`src/rtl/bch_error_injector.sv`:
```
// Channel-error stage: takes one codeword, flips a configurable number of distinct
// LFSR-chosen bits, and hands out the corrupted word together with its error mask.
module bch_error_injector #(
  parameter int          N       = 15,
  parameter int          MAX_ERR = 4,
  parameter logic [15:0] SEED    = 16'hACE1
) (
  input  logic         clk,
  input  logic         rst,
  input  logic         cfg_enable,
  input  logic [7:0]   cfg_num_errors,
  input  logic         cfg_seed_load,
  input  logic [15:0]  cfg_seed,
  input  logic         in_valid,
  output logic         in_ready,
  input  logic [N-1:0] in_data,
  output logic         out_valid,
  input  logic         out_ready,
  output logic [N-1:0] out_data,
  output logic [N-1:0] out_err_mask,
  output logic [3:0]   out_err_count,
  output logic         busy,
  output logic [15:0]  stat_words,
  output logic [1:0]   dbg_state
);

  // Handshakes: a word moves on a port only in a cycle where valid and ready are
  // both high at the rising edge; valid never waits for ready.
  typedef enum logic [1:0] {S_IDLE = 2'd0, S_PICK = 2'd1, S_OUT = 2'd2} state_t;

  localparam logic [15:0] TAPS = 16'hB400;

  state_t         state_q, state_d;
  logic [15:0]    lfsr_q, lfsr_d;
  logic [N-1:0]   word_q, word_d;
  logic [N-1:0]   mask_q, mask_d;
  logic [4:0]     cnt_q, cnt_d;
  logic [4:0]     tgt_q, tgt_d;
  logic [5:0]     rej_q, rej_d;
  logic [N-1:0]   odata_q, odata_d;
  logic [N-1:0]   omask_q, omask_d;
  logic [3:0]     ocnt_q, ocnt_d;
  logic [15:0]    stat_q, stat_d;

  logic [3:0]     pos;
  logic [N-1:0]   cand_oh;
  logic [N-1:0]   free_v;
  logic [N-1:0]   free_oh;
  logic [N-1:0]   take;
  logic [N-1:0]   new_mask;
  logic [4:0]     cnt_inc;
  logic [4:0]     tgt_sel;
  logic           pos_ok;

  function automatic logic [15:0] lfsr_step(input logic [15:0] s);
    return s[0] ? ((s >> 1) ^ TAPS) : (s >> 1);
  endfunction

  always_comb begin
    pos = lfsr_q[3:0];
    for (int i = 0; i < N; i++) begin
      cand_oh[i] = (pos == 4'(i));
    end
    // Out-of-range positions give an all-zero one-hot and are rejected.
    pos_ok  = (|cand_oh) && !(|(cand_oh & mask_q));
    free_v  = ~mask_q;
    free_oh = free_v & (~free_v + {{(N-1){1'b0}}, 1'b1});
    cnt_inc = cnt_q + 5'd1;
    if (cfg_num_errors > 8'(MAX_ERR)) tgt_sel = 5'(MAX_ERR);
    else                              tgt_sel = cfg_num_errors[4:0];
  end

  always_comb begin
    state_d  = state_q;
    lfsr_d   = lfsr_step(lfsr_q);
    word_d   = word_q;
    mask_d   = mask_q;
    cnt_d    = cnt_q;
    tgt_d    = tgt_q;
    rej_d    = rej_q;
    odata_d  = odata_q;
    omask_d  = omask_q;
    ocnt_d   = ocnt_q;
    stat_d   = stat_q;
    take     = '0;
    new_mask = mask_q;
    case (state_q)
      S_IDLE: begin
        if (cfg_seed_load) lfsr_d = (cfg_seed == 16'h0000) ? SEED : cfg_seed;
        if (in_valid) begin
          word_d = in_data;
          mask_d = '0;
          cnt_d  = '0;
          rej_d  = '0;
          tgt_d  = cfg_enable ? tgt_sel : 5'd0;
          if (cfg_enable && (tgt_sel != 5'd0)) begin
            state_d = S_PICK;
          end else begin
            state_d = S_OUT;
            odata_d = in_data;
            omask_d = '0;
            ocnt_d  = '0;
          end
        end
      end
      S_PICK: begin
        if (pos_ok)              take = cand_oh;
        else if (rej_q == 6'd63) take = free_oh;
        if (|take) begin
          new_mask = mask_q | take;
          mask_d   = new_mask;
          cnt_d    = cnt_inc;
          rej_d    = '0;
          if (cnt_inc == tgt_q) begin
            state_d = S_OUT;
            odata_d = word_q ^ new_mask;
            omask_d = new_mask;
            ocnt_d  = cnt_inc[3:0];
          end
        end else begin
          rej_d = rej_q + 6'd1;
        end
      end
      S_OUT: begin
        if (out_ready) begin
          stat_d  = stat_q + 16'd1;
          state_d = S_IDLE;
        end
      end
      default: state_d = S_IDLE;
    endcase
  end

  always_ff @(posedge clk or posedge rst) begin
    if (rst) begin
      state_q <= S_IDLE;
      lfsr_q  <= SEED;
      word_q  <= '0;
      mask_q  <= '0;
      cnt_q   <= '0;
      tgt_q   <= '0;
      rej_q   <= '0;
      odata_q <= '0;
      omask_q <= '0;
      ocnt_q  <= '0;
      stat_q  <= '0;
    end else begin
      state_q <= state_d;
      lfsr_q  <= lfsr_d;
      word_q  <= word_d;
      mask_q  <= mask_d;
      cnt_q   <= cnt_d;
      tgt_q   <= tgt_d;
      rej_q   <= rej_d;
      odata_q <= odata_d;
      omask_q <= omask_d;
      ocnt_q  <= ocnt_d;
      stat_q  <= stat_d;
    end
  end

  assign in_ready      = (state_q == S_IDLE) && !rst;
  assign out_valid     = (state_q == S_OUT);
  assign out_data      = odata_q;
  assign out_err_mask  = omask_q;
  assign out_err_count = ocnt_q;
  assign busy          = (state_q != S_IDLE);
  assign stat_words    = stat_q;
  assign dbg_state     = state_q;

endmodule

```
`config.mk`:
```
export PLATFORM = sky130hd
export DESIGN_NAME = bch_error_injector
export DESIGN_NICKNAME = d
export VERILOG_FILES = /design/src/rtl/bch_error_injector.sv
export SDC_FILE = /design/constraint.sdc
export NUM_CORES = 1
export LEC_CHECK = 0
export CORE_UTILIZATION = 30
export DETAILED_ROUTE_END_ITERATION = 7
export GPL_TIMING_DRIVEN = 0
export PLACE_DENSITY = 0.47
export SYNTH_ARGS = -nofsm -noshare
export SYNTH_HDL_FRONTEND = slang
export SYNTH_SLANG_ARGS = --single-unit
```
`constraint.sdc`:
```
create_clock -name clk -period 6.3 [get_ports clk]
set_input_delay 0.945 -clock clk [delete_from_list [all_inputs] [get_ports clk]]
set_output_delay 0.945 -clock clk [all_outputs]
set_load 0.01 [all_outputs]
```
=== Word-level counts from Yosys, hierarchy flattened ===
Index checks and enable logic that the tools add are counted.
Widths: inputs -> output; s select.

* Add/sub/neg operators: 4
* Order comparisons: 1
* Equality and inequality tests: 23
* Mux-type cells: 39
* Bitwise operators: 7
* Reductions and logical operators: 20

{| class="wikitable"
|+ Operators by type and width
! cell !! number
|-
| $mux 15 || 13
|-
| $pmux 15 s2 || 3
|-
| $mux 16 || 4
|-
| $reduce_or 15->1 || 3
|-
| $and 15x15->15 || 2
|-
| $not 15->15 || 2
|-
| $eq 4x4->1 const B || 7
|-
| $mux 5 || 4
|-
| $add 16x1->16 const B || 1
|-
| $eq 4x3->1 const B || 4
|-
| $logic_not 16->1 || 1
|-
| $mux 4 || 4
|-
| $add 15x1->15 const B || 1
|-
| $or 15x15->15 || 1
|-
| $xor 15x15->15 || 1
|-
| $mux 6 || 2
|-
| $pmux 6 s2 || 1
|-
| $mux 2 || 5
|-
| $pmux 5 s2 || 1
|-
| $eq 4x2->1 const B || 2
|-
| $gt 8x3->1 const B || 1
|-
| $ne 2x2->1 const B || 4
|-
| $pmux 4 s2 || 1
|-
| $add 6x1->6 const B || 1
|-
| other kinds (19) || 25
|}

* Register bits: 114
* Input port bits: 45
* Word-level logic and storage cells: 105

=== Logic depth before layout (Yosys ltp) ===
Gate-level depths: netlist (run 1).

* Depth after elaboration: 12
* Depth in mapped cells: 10
* Depth with buffers taken out: 8

=== Least setup slack after synthesis (run 1) ===
No wires, ideal clock.

* Kind: input-to-reg
* Start point: input cfg_num_errors[5]
* End point: register odata_q[13], in the netlist out_data[13]
* Data arrival time: 2.622 ns
* Required time: 6.223 ns
* Setup slack: 3.601 ns
* Stages on the path: 9
* Path buffers: 2
* Path through: nor4_1 nand2_1 o311ai_0 and2_1 clkbuf_1 a21o_2 buf_2 nor2_1 a21oi_1

* Cells in the longest elaborated chain, start to end: 6

{| class="wikitable"
|+ Ends and longest elaborated chain
! what !! RTL line !! text
|-
| start, declared || 11 || <nowiki>input logic [7:0] cfg_num_errors,</nowiki>
|-
| $gt 8x3->1 || 69 || <nowiki>if (cfg_num_errors > 8'(MAX_ERR)) tgt_sel = 5'(MAX_ERR);</nowiki>
|-
| $mux 5 || 69 ||
|-
| $reduce_bool 5->1 || 96 || <nowiki>if (cfg_enable && (tgt_sel != 5'd0)) begin</nowiki>
|-
| $logic_and 1x1->1 || 96 ||
|-
| $ne 2x2->1 (no line) || - ||
|-
| $reduce_and 5->1 (no line) || - ||
|-
| end signal, assigned || 155 || <nowiki>odata_q <= odata_d;</nowiki>
|-
| end, declared || 40 || <nowiki>logic [N-1:0] odata_q, odata_d;</nowiki>
|}

No other way between the ends.
A chain may end at the register's enable or synchronous reset.

=== Final worst setup path (run 1) ===
* Start point: input cfg_num_errors[5]
* End point: register omask_q[3], in the netlist out_err_mask[3]

* Cells in the longest elaborated chain, start to end: 6

{| class="wikitable"
|+ Ends and longest elaborated chain
! what !! RTL line !! text
|-
| $gt 8x3->1 || 69 ||
|-
| $mux 5 || 69 ||
|-
| $reduce_bool 5->1 || 96 ||
|-
| $logic_and 1x1->1 || 96 ||
|-
| $ne 2x2->1 (no line) || - ||
|-
| $reduce_and 5->1 (no line) || - ||
|-
| end signal, assigned || 156 || <nowiki>omask_q <= omask_d;</nowiki>
|-
| end, declared || 41 || <nowiki>logic [N-1:0] omask_q, omask_d;</nowiki>
|}

No other way between the ends.

==> flow_metrics.tcl, run 1 <==
set metrics [dict create \
    status "completed" \
    core_um2 18830 \
    avgViaCountPerCell 5.009 \
    clk_path_buf_depth 2 \
    pwr-share-seq_pct 31.2 \
    grt_max_degree 91 \
    synth_seq_area_share_pct 49.43 \
    worst_setup_path_end_kind "flop" \
    wirelength_mm 17.52 \
    crit_type "input port to flop" \
    avgSynthCellArea_um2 9.884 \
    power_frac_comb_pct 42.5 \
    min_period_ps 3562 \
    synth_edf_count 0 \
    dp.final_hpwl_mm 12.63 \
    final_area_um2 7770 \
    power.leakage_nw 3.311 \
    skew_ps 12.74 \
    dpl_cell_area_um2 7141 \
    grt_pass1_vias 4946 \
    drc 0 \
    max_slew_margin_pct 48.64 \
    post-cts-setup-buffers 0 \
    max-vdd-ir-drop_uv 218.4 \
    hold_violations 0 \
    cts.repair.resized 0 \
    clk_latency_ps 420 \
    syn_inst 586 \
    hold_buffers 0 \
    fmax_ghz 0.2807 \
    die_area_um2 19870 \
    power.internal_w 0.002388 \
    synth_seq_cells 114 \
    die_h_um 140.9 \
    antenna_found_initial 0 \
    worstPathCellList "clkdlybuf4s50_1 -> nor4_1 -> nand2_1 -> o311ai_0 -> and2_1 -> clkbuf_1 -> a21o_2 -> buf_2 -> nand3_1 -> nand2_1" \
    gp_congestion 0.8339 \
    tns_ps 0 \
    yosysWarningCount 0 \
    overflow 0 \
    avgRoutedWirePerCell_um 17.92 \
    slew_violations 0 \
    synth_top_area_share_pct 45.80 \
    max_cap_viol_count 0 \
    start_util_pct 30.76 \
    cts_root_buf "clkbuf_16" \
    cts_tree "done" \
    worstSetupStartpointType "input port" \
    ys_top_cells_by_area "dfrtp_1 (46%), nand2_1 (7.1%), dfstp_2 (3.6%)" \
    syn_area_um2 5792 \
    ys_dominant_reg_cell "dfrtp_1" \
    grt_usage_pct 18.80 \
    setup.worst_path.start "cfg_num_errors[5]" \
    cts.sinks 114 \
    ios 100 \
    finalCritPeriodShare_pct 56.54 \
    rsz0062_at_grt "false" \
    clk_pin_slew_worst_paths_ps 60 \
    p_sw_share_pct 39.18 \
    clkPwrFrac_pct 26.3 \
    drive_gt1_share_pct 12.12 \
    tightest_slew_ps 770.4 \
    r2r-start "dbg_state[1]$_DFFE_PP0P_" \
    grt_first_pass_wirelength_mm 28.21 \
    crit_slowest_cell "o311ai_0" \
    finalNetCount 753 \
    fill_cells 1849 \
    num_antenna_cells 0 \
    drt_iter0_drc 326 \
    synth-async-reset-ratio_pct 100.0 \
    required_ps 6650 \
    crit_path_frequent_cell "nand2_1" \
    cp_slowest_stage_delay_ps 570 \
    cts_made_buffers 17 \
    crit_fanout 10 \
    regArea_um2 2863 \
    yosys.area.top_type "dfrtp_1" \
    h-tree-depth 4 \
    setup_slack_ps 2738 \
    synth_nets 634 \
    switchingPower_w 0.001539 \
    drtAntennaViolNets 0 \
    hp-start "lfsr_q[4]$_DFF_PP0_" \
    first_pass_iters 5 \
    pre_cts_slack_ps 2250 \
    arrival_ps 3910 \
    dieWidth_um 140.9 \
    via_count 4899 \
    worstHoldPathType "flop to flop" \
    multi_input_area_um2 2765 \
    setup_viol 0 \
    port-buffer-count 99 \
    ys_types 69 \
    synthToLayoutAreaGrowth_pct 34.15 \
    fp-row-count 50 \
    powerDensity_nw_per_um2 505.4 \
]
metrics by stage:
stage               util [%]  instances  hold slack, ps  total power, W
detailed placement     37.92        946           460.3        0.002911
global route           41.26        978           500.1        0.004179
floorplan                  -        586           454.7        0.002221
global placement       37.75        945           455.2        0.002887
finish                 41.26        978           479.6        0.003927
CTS                    41.26        978           484.2        0.003960
Yosys cell counts (all sizes together) (4+ instances only):
library cell  count
nand2           110
dfrtp           106
nor2             41
nand3            28
o21ai            28
a21oi            23
clkbuf           17
xnor2            16
xor2             16
o31ai            15
and2             14
buf              14
mux2             13
and3             12
o22a              9
dfstp             8
mux2i             8
nand4             7
o211ai            7
a21o              6
a221oi            6
a31oi             6
inv               6
nand2b            6
nor3              6
nor4              6
a21boi            4
a22o              4
a31o              4
worst paths after layout:
| path | end | depth (start not counted) | slack (ps) |
|---|---|---|---|
| setup / recovery | out_err_mask[3]$_DFFE_PP0P_ | 10 | 2740 |
| hold / removal | lfsr_q[3]$_DFF_PP0_ | 1 | 480 |
| setup reg to reg | out_err_mask[3]$_DFFE_PP0P_ | 9 | 3440 |
| hold reg to reg | lfsr_q[3]$_DFF_PP0_ | 1 | 480 |
| max in group asynchronous | lfsr_q[11]$_DFF_PP1_ | 3 | 4630 |
| min in group asynchronous | rej_q[3]$_DFFE_PP0P_ | 2 | 890 |
flip-flops by register name, indices dropped and copies added, names as in the netlist:
signal / cells
cnt_q: 5
dbg_state: 2
lfsr_q: 16
mask_q: 15
out_data: 15
out_err_count: 4
out_err_mask: 15
rej_q: 6
stat_words: 16
tgt_q: 5
word_q: 15
cell families after synthesis:
| group | Yosys count | synth area share [%] |
|---|---|---|
| buffers and inverters | 37 | 2.830 |
| AND/OR/NAND/NOR | 247 | 20.33 |
| XOR/XNOR | 34 | 5.638 |
| multiplexers | 21 | 3.975 |
| adder cells (fa/ha/maj) | 3 | 0.6482 |
| AO/OA/AOI/OAI | 130 | 17.15 |
| flip-flops | 114 | 49.43 |
per-layer routing:
layer	vias up	track usage (%)	routed length [um]
li1	2323	-	-
met1	2426	26.41	8537
met2	129	28.96	7947
met3	21	3.261	700
met4	0	6.865	337
met5	-	0	0
worst max-delay path, delay by kind of cell:
kind / cells / cell delay (ps)
buf+inv: 3 / 1130
simple gates: 5 / 970
compound gates: 2 / 860
layout by cell type, fill, tap and decap left out, types with 4 or more instances in the layout:
cell type	Yosys	final
bufinv_16	0	4
clkbuf_1	17	18
mux2i_1	8	8
o22a_1	9	9
inv_6	0	5
a21o_1	4	4
nand4_1	7	7
nor4_1	5	5
o21ai_1	5	5
dfrtp_1	106	106
and2_1	14	14
o31ai_1	15	15
buf_2	11	11
xor2_1	16	16
nand2b_1	6	6
a21oi_1	21	21
a31o_2	4	4
nor3_1	6	6
nor2_1	41	41
inv_1	6	5
mux2_2	11	11
xnor2_1	16	16
o211ai_1	7	7
a22o_1	4	4
a31oi_1	6	6
and3_1	12	12
clkinv_4	0	4
clkdlybuf4s50_1	0	99
nand3_1	28	28
a221oi_2	6	6
nand2_1	109	109
o21ai_0	23	23
dfstp_2	8	8
clkbuf_16	0	17
power groups by stage:
stage / Combinational, W / Clock (W) / Sequential, W
after floorplan: 0.000992 / 0 / 0.00123
after global placement: 0.00166 / 0 / 0.00123
after detailed placement: 0.00168 / 0 / 0.00124
after CTS: 0.00169 / 0.00105 / 0.00123
after global routing: 0.00183 / 0.00109 / 0.00126
final: 0.00167 / 0.00103 / 0.00122
area by class of cell:
class / count / share of cell area [%]
Clock buffer: 18 / 5.523
Clock inverter: 14 / 2.576
Multi-Input combinational cell: 435 / 35.59
Timing Repair Buffer: 100 / 13.11
Sequential cell: 114 / 36.84
Buffer: 31 / 1.820
Tap cell: 260 / 4.187
Inverter: 6 / 0.3543
Note: power is estimated with default switching activity, not from simulation.
==> inputs of run 2 (changes only) <==
Settings changed: PLACE_DENSITY 0.47 to 0.49.
Clock period 6.3 ns to 3 ns, I/O delays scaled along.
==> flow_metrics.tcl, run 2 (synthesis results as in run 1) <==
set metrics [dict create \
    clk_pin_slew_worst_paths_ps 60 \
    die_area_um2 19870 \
    multi_input_area_um2 2766 \
    final_cell_mix "nand2_1 (109), dfrtp_1 (106), clkdlybuf4s50_1 (99)" \
    synthToLayoutAreaGrowth_pct 35.17 \
    cp-endpoint "out_err_count[1]$_DFFE_PP0P_" \
    power.leakage_nw 3.333 \
    place_inst 948 \
    powerDensity_nw_per_um2 1067 \
    grt_first_pass_wirelength_mm 28.38 \
    ios 100 \
    fp-row-count 50 \
    core_um2 18830 \
    layout_commonest_cell "nand2_1" \
    port-buffer-count 99 \
    first_pass_iters 5 \
    max_slew_margin_pct 43.20 \
    rsz0062_at_grt "false" \
    setup_slack_ps 202.0 \
    worst_setup_path_end_kind "flop" \
    h-tree-depth 4 \
    slew_violations 0 \
    crit_fanout 10 \
    via_count 4832 \
    drive_gt1_share_pct 12.52 \
    rrSetupSlack_ps 200 \
    cts_tree "done" \
    avgViaCountPerCell 4.936 \
    skew_ps 11.63 \
    setup.worst_path.start "lfsr_q[1]$_DFF_PP0_" \
    drtAntennaViolNets 0 \
    r2r_cells 9 \
    status "completed" \
    dieWidth_um 140.9 \
    die_h_um 140.9 \
    hold_buffers 0 \
    finalNetCount 754 \
    wirelength_mm 17.66 \
    tns_ps 0 \
    fill_cells 1805 \
    tightest_slew_ps 852.0 \
    avgRoutedWirePerCell_um 18.04 \
    clk_latency_ps 420 \
    fmax_ghz 0.3574 \
    crit_type "flop to flop" \
    p_total_w 0.008353 \
    grt_pass1_vias 4940 \
    r2r-start "lfsr_q[1]$_DFF_PP0_" \
    min_period_ps 2798 \
    r2r_end "out_err_count[1]$_DFFE_PP0P_" \
    regArea_um2 2863 \
    antenna_found_initial 0 \
    required_ps 3350 \
    finalCritPeriodShare_pct 93.27 \
    setup_viol 0 \
    drc 0 \
    worstSetupStartpointType "flop" \
    gp_congestion 0.8437 \
    grt_usage_pct 18.89 \
    worstHoldPathType "input port to asynchronous set/reset pin" \
    grt_max_degree 40 \
    fin_cells 979 \
    hold_violations 0 \
    cts.sinks 114 \
    overflow 0 \
    pre_cts_slack_ps -422.7 \
    max_cap_viol_count 0 \
    holdWs_ps 457.8 \
    dp.final_hpwl_mm 12.89 \
    max-vdd-ir-drop_uv 439.9 \
    arrival_ps 3150 \
    num_antenna_cells 0 \
    clk_path_buf_depth 2 \
    cts_made_buffers 17 \
    drt_iter0_drc 294 \
    start_util_pct 30.76 \
    cts_root_buf "clkbuf_16" \
]
==> run 2: cell types whose count changed in the layout (fill, tap and decap cells not counted), moves of 2 or more <==
| cell | previous run | this run |
|---|---|---|
| clkbuf_8 | 0 | 2 |
| buf_12 | 0 | 3 |
| clkinvlp_4 | 0 | 2 |
| inv_6 | 5 | 2 |
| clkinv_4 | 4 | 2 |
==> run 2: worst max-delay path, stage by stage, from the launching register on <==
cell       delay (ps)
dfrtp_1           470
buf_4             240
mux2_4            330
a221oi_2          310
a2bb2oi_4         290
a21o_2            240
a21o_2            260
buf_2             310
nand3_1           150
nand2_1           110
==> run 2: how the worst min path moves through the flow <==
| stage | from | end | slack [ps] | cells past startpoint |
|---|---|---|---|---|
| 2_1_floorplan | word_q[7]$_DFFE_PP0P_ | word_q[7]$_DFFE_PP0P_ | 450 | 2 |
| 3_3_place_gp | out_err_mask[0]$_DFFE_PP0P_ | out_err_mask[0]$_DFFE_PP0P_ | 450 | 2 |
| 3_5_place_dp | out_err_mask[0]$_DFFE_PP0P_ | out_err_mask[0]$_DFFE_PP0P_ | 460 | 2 |
| 4_1_cts | rst | lfsr_q[4]$_DFF_PP0_ | 460 | 3 |
| 5_1_grt | lfsr_q[9]$_DFF_PP0_ | lfsr_q[8]$_DFF_PP0_ | 480 | 1 |
| 6_report | rst | lfsr_q[4]$_DFF_PP0_ | 460 | 3 |
==> run 2: layout make-up <==
cell class | instances | area share (%)
buffer | 30 | 1.758
inverter | 6 | 0.3356
tap | 260 | 4.155
timing repair buffer | 102 | 13.42
clock inverter | 12 | 2.589
sequential | 114 | 36.57
clock buffer | 20 | 5.833
multi-input combinational | 435 | 35.34
==> run 2: stage by stage <==
step           cell area [um2]  utilization, %
2_1_floorplan             5796               -
3_3_place_gp              7112           37.77
3_5_place_dp              7172           38.09
4_1_cts                   7828           41.57
5_1_grt                   7829           41.57
6_report                  7829           41.57
==> run 2: routing by layer <==
metal	GRT usage, %	wire, um	vias up
met3	3.363	720	26
met2	28.88	8017	115
met4	6.407	308	0
li1	-	-	2335
met5	0	0	-
met1	26.86	8617	2356
==> run 2: what timing repair did <==
| action | in CTS | in global routing |
|---|---|---|
| buffers inserted | 0 | 0 |
| endpoints found under the setup margin | 1 | 3 |
| resized for setup | 0 | 2 |
==> run 2: power breakdown <==
part | leakage, nW | internal, W | switching (W) | total [W]
sequential | 1.47 | 0.00213 | 0.000437 | 0.00257
clock | 0.321 | 0.00152 | 0.000757 | 0.00228
combinational | 1.54 | 0.00149 | 0.00202 | 0.00351
